**config.mk**
```make
export PLATFORM = sky130hd
export DESIGN_NAME = rx_path_ctrl
export DESIGN_NICKNAME = d
export VERILOG_FILES = /design/src/rtl/rx_path_ctrl.sv
export SDC_FILE = /design/constraint.sdc
export NUM_CORES = 1
export LEC_CHECK = 0
export CORE_MARGIN = 8
export CORE_UTILIZATION = 40
export CTS_BUF_LIST = sky130_fd_sc_hd__clkbuf_4 sky130_fd_sc_hd__clkbuf_8
export CTS_CLUSTER_DIAMETER = 50
export DETAILED_ROUTE_END_ITERATION = 8
export PLACE_DENSITY = 0.78
export SLEW_MARGIN = 20
export SYNTH_ARGS = -nofsm -noshare
export SYNTH_HDL_FRONTEND = slang
export SYNTH_SLANG_ARGS = --single-unit
```
**constraint.sdc**
```tcl
create_clock -name xaui_clk -period 4.43 [get_ports xaui_clk]
set_input_delay 1.1075 -clock xaui_clk [delete_from_list [all_inputs] [get_ports xaui_clk]]
set_output_delay 1.1075 -clock xaui_clk [all_outputs]
set_load 0.02 [all_outputs]
```
**src/rtl/rx_path_ctrl.sv**
```systemverilog
// Receive-path enable controller: gates fmac_rxd_en on software enable, link state
// and idle alignment, and drains an open frame before shutting the path down.
module rx_path_ctrl #(
  parameter int IDLE_CNT  = 8,
  parameter int DRAIN_TMO = 2048
) (
  input  logic        xaui_clk,
  input  logic        reset_,
  input  logic        sw_rx_en,
  input  logic        xaui_mode,
  input  logic        linkup,
  input  logic [63:0] data_in,
  input  logic [7:0]  ctrl_in,
  input  logic        clr_cnt,
  output logic        rx_en,
  output logic [2:0]  ctl_state,
  output logic        in_frame,
  output logic        abort_pulse,
  output logic [15:0] abort_cnt
);

  localparam int IW = (IDLE_CNT < 2) ? 1 : $clog2(IDLE_CNT + 1);
  localparam int DW = (DRAIN_TMO < 2) ? 1 : $clog2(DRAIN_TMO);
  localparam logic [IW-1:0] IDLE_LAST = IW'(IDLE_CNT - 1);
  localparam logic [IW-1:0] IDLE_MAX  = IW'(IDLE_CNT);
  localparam logic [DW-1:0] DRAIN_LAST = DW'(DRAIN_TMO - 1);

  typedef enum logic [2:0] {
    ST_DISABLED  = 3'd0,
    ST_WAIT_LINK = 3'd1,
    ST_WAIT_IDLE = 3'd2,
    ST_ACTIVE    = 3'd3,
    ST_DRAIN     = 3'd4
  } state_t;

  function automatic logic f_is_sof0(input logic [63:0] d, input logic [7:0] c);
    return c[0] & (d[7:0] == 8'hFB);
  endfunction

  function automatic logic f_is_sof4(input logic [63:0] d, input logic [7:0] c);
    return c[4] & (d[39:32] == 8'hFB);
  endfunction

  function automatic logic f_is_eof(input logic [63:0] d, input logic [7:0] c);
    logic hit;
    hit = 1'b0;
    for (int n = 0; n < 8; n++) begin
      hit = hit | (c[n] & (d[8*n +: 8] == 8'hFD));
    end
    return hit;
  endfunction

  // Only a full /I/ column (all lanes control 07) counts; 9C ordered sets do not.
  function automatic logic f_is_idle(input logic [63:0] d, input logic [7:0] c);
    return (c == 8'hFF) & (d == {8{8'h07}});
  endfunction

  // SOF in lane 4 wins so an EOF+SOF4 word leaves a new frame open.
  function automatic logic f_frame_next(input logic sof0, input logic sof4,
                                        input logic eof, input logic cur);
    logic nxt;
    if (sof4) begin
      nxt = 1'b1;
    end else if (eof) begin
      nxt = 1'b0;
    end else if (sof0) begin
      nxt = 1'b1;
    end else begin
      nxt = cur;
    end
    return nxt;
  endfunction

  state_t          state_r;
  state_t          state_nxt_s;
  state_t          exit_state_s;
  logic [IW-1:0]   idle_cnt_r;
  logic [IW-1:0]   idle_nxt_s;
  logic [DW-1:0]   drain_cnt_r;
  logic [DW-1:0]   drain_nxt_s;
  logic            rx_en_r;
  logic            in_frame_r;
  logic            in_frame_nxt_s;
  logic            abort_pulse_r;
  logic            abort_s;
  logic [15:0]     abort_cnt_r;
  logic            link_ok_s;
  logic            sof0_s;
  logic            sof4_s;
  logic            eof_s;
  logic            idle_s;

  assign sof0_s         = f_is_sof0(data_in, ctrl_in);
  assign sof4_s         = f_is_sof4(data_in, ctrl_in);
  assign eof_s          = f_is_eof(data_in, ctrl_in);
  assign idle_s         = f_is_idle(data_in, ctrl_in);
  assign in_frame_nxt_s = f_frame_next(sof0_s, sof4_s, eof_s, in_frame_r);
  assign link_ok_s      = linkup | ~xaui_mode;
  assign exit_state_s   = sw_rx_en ? ST_WAIT_LINK : ST_DISABLED;

  // Next-state, counter and abort decode.
  always_comb begin
    state_nxt_s = ST_DISABLED;
    idle_nxt_s  = '0;
    drain_nxt_s = '0;
    abort_s     = 1'b0;
    case (state_r)
      ST_DISABLED: begin
        if (sw_rx_en) begin
          state_nxt_s = ST_WAIT_LINK;
        end else begin
          state_nxt_s = ST_DISABLED;
        end
      end
      ST_WAIT_LINK: begin
        if (!sw_rx_en) begin
          state_nxt_s = ST_DISABLED;
        end else if (link_ok_s) begin
          state_nxt_s = ST_WAIT_IDLE;
        end else begin
          state_nxt_s = ST_WAIT_LINK;
        end
      end
      ST_WAIT_IDLE: begin
        if (!sw_rx_en) begin
          state_nxt_s = ST_DISABLED;
        end else if (!link_ok_s) begin
          state_nxt_s = ST_WAIT_LINK;
        end else if (idle_s) begin
          if (idle_cnt_r == IDLE_LAST) begin
            state_nxt_s = ST_ACTIVE;
          end else begin
            state_nxt_s = ST_WAIT_IDLE;
            idle_nxt_s  = (idle_cnt_r == IDLE_MAX) ? idle_cnt_r : idle_cnt_r + IW'(1);
          end
        end else begin
          state_nxt_s = ST_WAIT_IDLE;
        end
      end
      ST_ACTIVE: begin
        if (!sw_rx_en || !link_ok_s) begin
          if (in_frame_nxt_s) begin
            state_nxt_s = ST_DRAIN;
          end else begin
            state_nxt_s = exit_state_s;
          end
        end else begin
          state_nxt_s = ST_ACTIVE;
        end
      end
      ST_DRAIN: begin
        // EOF closes the frame cleanly even on the timeout cycle or with the link gone.
        if (eof_s) begin
          state_nxt_s = exit_state_s;
        end else if (!link_ok_s || (drain_cnt_r == DRAIN_LAST)) begin
          state_nxt_s = exit_state_s;
          abort_s     = 1'b1;
        end else begin
          state_nxt_s = ST_DRAIN;
          drain_nxt_s = drain_cnt_r + DW'(1);
        end
      end
      default: begin
        state_nxt_s = ST_DISABLED;
      end
    endcase
  end

  // State, counters and registered outputs.
  always_ff @(posedge xaui_clk or negedge reset_) begin
    if (!reset_) begin
      state_r       <= ST_DISABLED;
      idle_cnt_r    <= '0;
      drain_cnt_r   <= '0;
      rx_en_r       <= 1'b0;
      in_frame_r    <= 1'b0;
      abort_pulse_r <= 1'b0;
    end else begin
      state_r       <= state_nxt_s;
      idle_cnt_r    <= idle_nxt_s;
      drain_cnt_r   <= drain_nxt_s;
      rx_en_r       <= (state_nxt_s == ST_ACTIVE) || (state_nxt_s == ST_DRAIN);
      in_frame_r    <= in_frame_nxt_s;
      abort_pulse_r <= abort_s;
    end
  end

  // Saturating abort counter; a clear on the same edge as an abort yields zero.
  always_ff @(posedge xaui_clk or negedge reset_) begin
    if (!reset_) begin
      abort_cnt_r <= 16'h0000;
    end else if (clr_cnt) begin
      abort_cnt_r <= 16'h0000;
    end else if (abort_s && (abort_cnt_r != 16'hFFFF)) begin
      abort_cnt_r <= abort_cnt_r + 16'h0001;
    end else begin
      abort_cnt_r <= abort_cnt_r;
    end
  end

  assign rx_en       = rx_en_r;
  assign ctl_state   = state_r;
  assign in_frame    = in_frame_r;
  assign abort_pulse = abort_pulse_r;
  assign abort_cnt   = abort_cnt_r;

endmodule

```
==> results.cfg <==
[run_status]
status = complete, no violations

[clock_tree]
cts.root.buffer_cell = clkbuf_8
hold_buffers = 0
cts.reportedPaths.clkPinSlew_ps = 70
cts.path.max_buffers = 2
numClockSinks = 37
post_cts_buffers = 0
ctsResizeCount = 0
htree_num_levels = 2
cts_inserted_buffers = 5
cts_tree = yes
clk_latency_ps = 290

[synthesis]
synth-seq-cells = 37
synth_async_sr_flop_share_pct = 100.0
ys.flop_type = dfrtp_1
synth_nets = 338
syn-cell-area_um2 = 2207
synth-edff-count = 0
synthCells = 256
yosys_warnings = 0
syn_area_per_cell_um2 = 8.622
synth_cell_types = 44
seq_area_frac_synth_pct = 41.95

[detailed_routing]
wl_per_cell_um = 17.16
wl_met2_um = 3365
drtIter0Drc = 99
drt_wl_total_um = 7361
postRouteAntennaNets = 0
route.met3.wl_um = 533
viasPerCell = 5.543
top_layer = met4
vias = 2378
drcViolationCount = 0
wl_met1_um = 3307
drtPass1Iterations = 4

[power]
p_leak_nw = 1.272
switchingPower_w = 0.0001880
power_density_nw_per_um2 = 225.3
power_frac_seq_pct = 47.0
p_sw_share_pct = 24.81
pwr-share-comb_pct = 20.8
clockPowerShare_pct = 32.2
internal_power_w = 0.0005695
irDropWorstVdd_mv = 0.2612

[floorplan]
start_util_pct = 40.83
die_height_um = 90.28
chipWidth_um = 90.28
rows = 27
dieArea_um2 = 8150
io_pins = 100
core_region_area_um2 = 5405

[grt]
gr-usage-all-layers_pct = 18.07
grt_max_degree = 38
grt_overflow_total = 0
grt_pass1_wl_um = 12090
grt_pass1_vias = 2473
antenna_found_initial = 0

[timing]
setup_viol = 0
tightest_slew_ps = 645.9
grt_setup_unrepaired = false
fmax_ghz = 0.2704
final.setup.tns_ps = 0
slew_headroom_pct = 56.80
period_needed_ps = 3698
drv_slew = 0
holdWs_ps = 479.9
post-route-period-util_pct = 83.47
clock_skew_ps = 2.876
timing_hold_violations_final = 0

[critical_path]
crit_type = input pin to flip-flop
cp_slowest_cell = or4_1
critPathLaunchType = input pin
worstPathArrival_ps = 3900
endpoint_kind = flip-flop
critPathMaxFanout = 19
cp_cell_sequence = clkdlybuf4s50_1 > nand4_1 > nor4_1 > nor4_1 > nand3_1 > or4_1 > or4_1 > a21oi_1
slowest_delay_ps = 850
cp.required_ps = 4630

[cells_and_area]
area_growth_pct = 52.32
nNetsFinal = 439
diodes = 0
drive_gt1_share_pct = 4.202

[placed_design]
io_buffer_count = 99
hpwl_um = 5931
globalplace.congestion = 0.8999

[flow_run]
drv_cap = 0

[worst_hold_path]
min_path_type = flip-flop to flip-flop
==> synth_stat cells, types with 4 or more instances <==
cell type	instances	share of area, %
a21oi_1	15	3.4
dfrtp_1	37	42
ha_1	4	2.3
nor4_1	16	4.5
o21ai_0	12	2.7
nand4_1	10	2.8
o31ai_1	4	1.4
xnor2_1	4	1.6
nand2_1	19	3.2
or4_1	7	2.4
nor2b_1	4	1.1
xor2_1	6	2.4
nor2_1	22	3.7
or3_1	11	3.1
clkbuf_1	4	0.68
nor4b_1	4	1.6
nand3_1	22	5.0
nor3_1	4	0.91
and3_1	6	1.7
inv_1	17	2.9
==> placed cells by master (no fill, tap or decap), drive strengths merged, types with 2 or more instances in the layout <==
master         synthesis  layout
o31ai                  4       4
nor4b                  4       4
nor2                  22      22
nand2                 19      19
ha                     4       4
clkbuf                 4       7
nand3b                 2       2
nor4                  16      16
xnor2                  4       4
a21oi                 16      16
nand4                 10      10
or3                   11      11
nand2b                 3       3
or4                    7       7
nor2b                  4       4
nand4b                 2       2
clkdlybuf4s50          0      99
and3                   6       6
nand3                 23      23
dfrtp                 37      37
inv                   17      17
or4b                   2       2
xor2                   6       6
o21ai                 12      12
nor3                   5       5
==> critical path: cells and delay by family <==
kind,cells,cell delay (ps)
buffers and inverters,1,460
AND/OR/NAND/NOR,6,2160
AO/OA/AOI/OAI,1,170
==> power groups by stage <==
| stage | clock, W | combinational [W] | sequential (W) |
|---|---|---|---|
| after floorplan | 0 | 0.0000351 | 0.000372 |
| after global placement | 0 | 0.000156 | 0.000364 |
| after global routing | 0.000261 | 0.000170 | 0.000358 |
| after CTS | 0.000247 | 0.000159 | 0.000357 |
| after detailed placement | 0 | 0.000158 | 0.000364 |
| final | 0.000244 | 0.000158 | 0.000356 |
==> sequential cells by signal (all words and copies together) (netlist names) <==
register and flops:
abort_cnt 16, drain_cnt_r 11, idle_cnt_r 4, ctl_state 3, abort_pulse 1, in_frame 1, rx_en 1
==> cells by family (layout without fill, tap and decap cells) <==
logic type | after synthesis | in the layout | synth area share (%)
AO/OA/AOI/OAI | 40 | 40 | 11.23
XOR/XNOR | 10 | 10 | 3.968
adder cells (fa/ha/maj) | 4 | 4 | 2.268
buffers and inverters | 23 | 124 | 3.968
flip-flops | 37 | 37 | 41.95
multiplexers | 2 | 2 | 0.9637
AND/OR/NAND/NOR | 140 | 140 | 35.66
==> final timing paths <==
kind	start	endpoint	slack, ps	cells after the start
min in group asynchronous	reset_	abort_cnt[8]$_DFFE_PN0P_	1230	2
worst max-delay path	data_in[54]	abort_cnt[5]$_DFFE_PN0P_	730	8
worst min register to register	drain_cnt_r[0]$_DFF_PN0_	drain_cnt_r[0]$_DFF_PN0_	480	1
worst max register to register	drain_cnt_r[0]$_DFF_PN0_	abort_cnt[5]$_DFFE_PN0P_	1550	8
worst min-delay path	drain_cnt_r[0]$_DFF_PN0_	drain_cnt_r[0]$_DFF_PN0_	480	1
max in group asynchronous	reset_	drain_cnt_r[5]$_DFF_PN0_	2870	2
==> per-layer routing <==
metal  vias up  global-route usage (%)
li1       1151                       -
met1      1098                   21.25
met2       115                   30.12
met3        14                   5.736
met4         0                   6.519
met5         -                       0
==> through the flow <==
stage                     total power (W)  instances  area, um2  utilization [%]  worst slack, ps
final                           0.0007575        429       3362            62.20            732.1
after global routing            0.0007891        429       3362            62.20            468.7
after CTS                       0.0007625        429       3362            62.20            764.3
after detailed placement        0.0005214        422       3272            60.53            473.7
after global placement          0.0005199        422       3272            60.53            527.8
after floorplan                 0.0004076        256       2207                -             1390
==> cell type report <==
type | instances | area [um2]
inverter | 17 | 63.81
clock buffer | 7 | 90.09
multi-input combinational | 196 | 1194
timing repair buffer | 100 | 998.5
fill | 466 | 2043
tap | 72 | 90.09
sequential | 37 | 925.9
No activity file was read; power rests on OpenSTA's default activity.
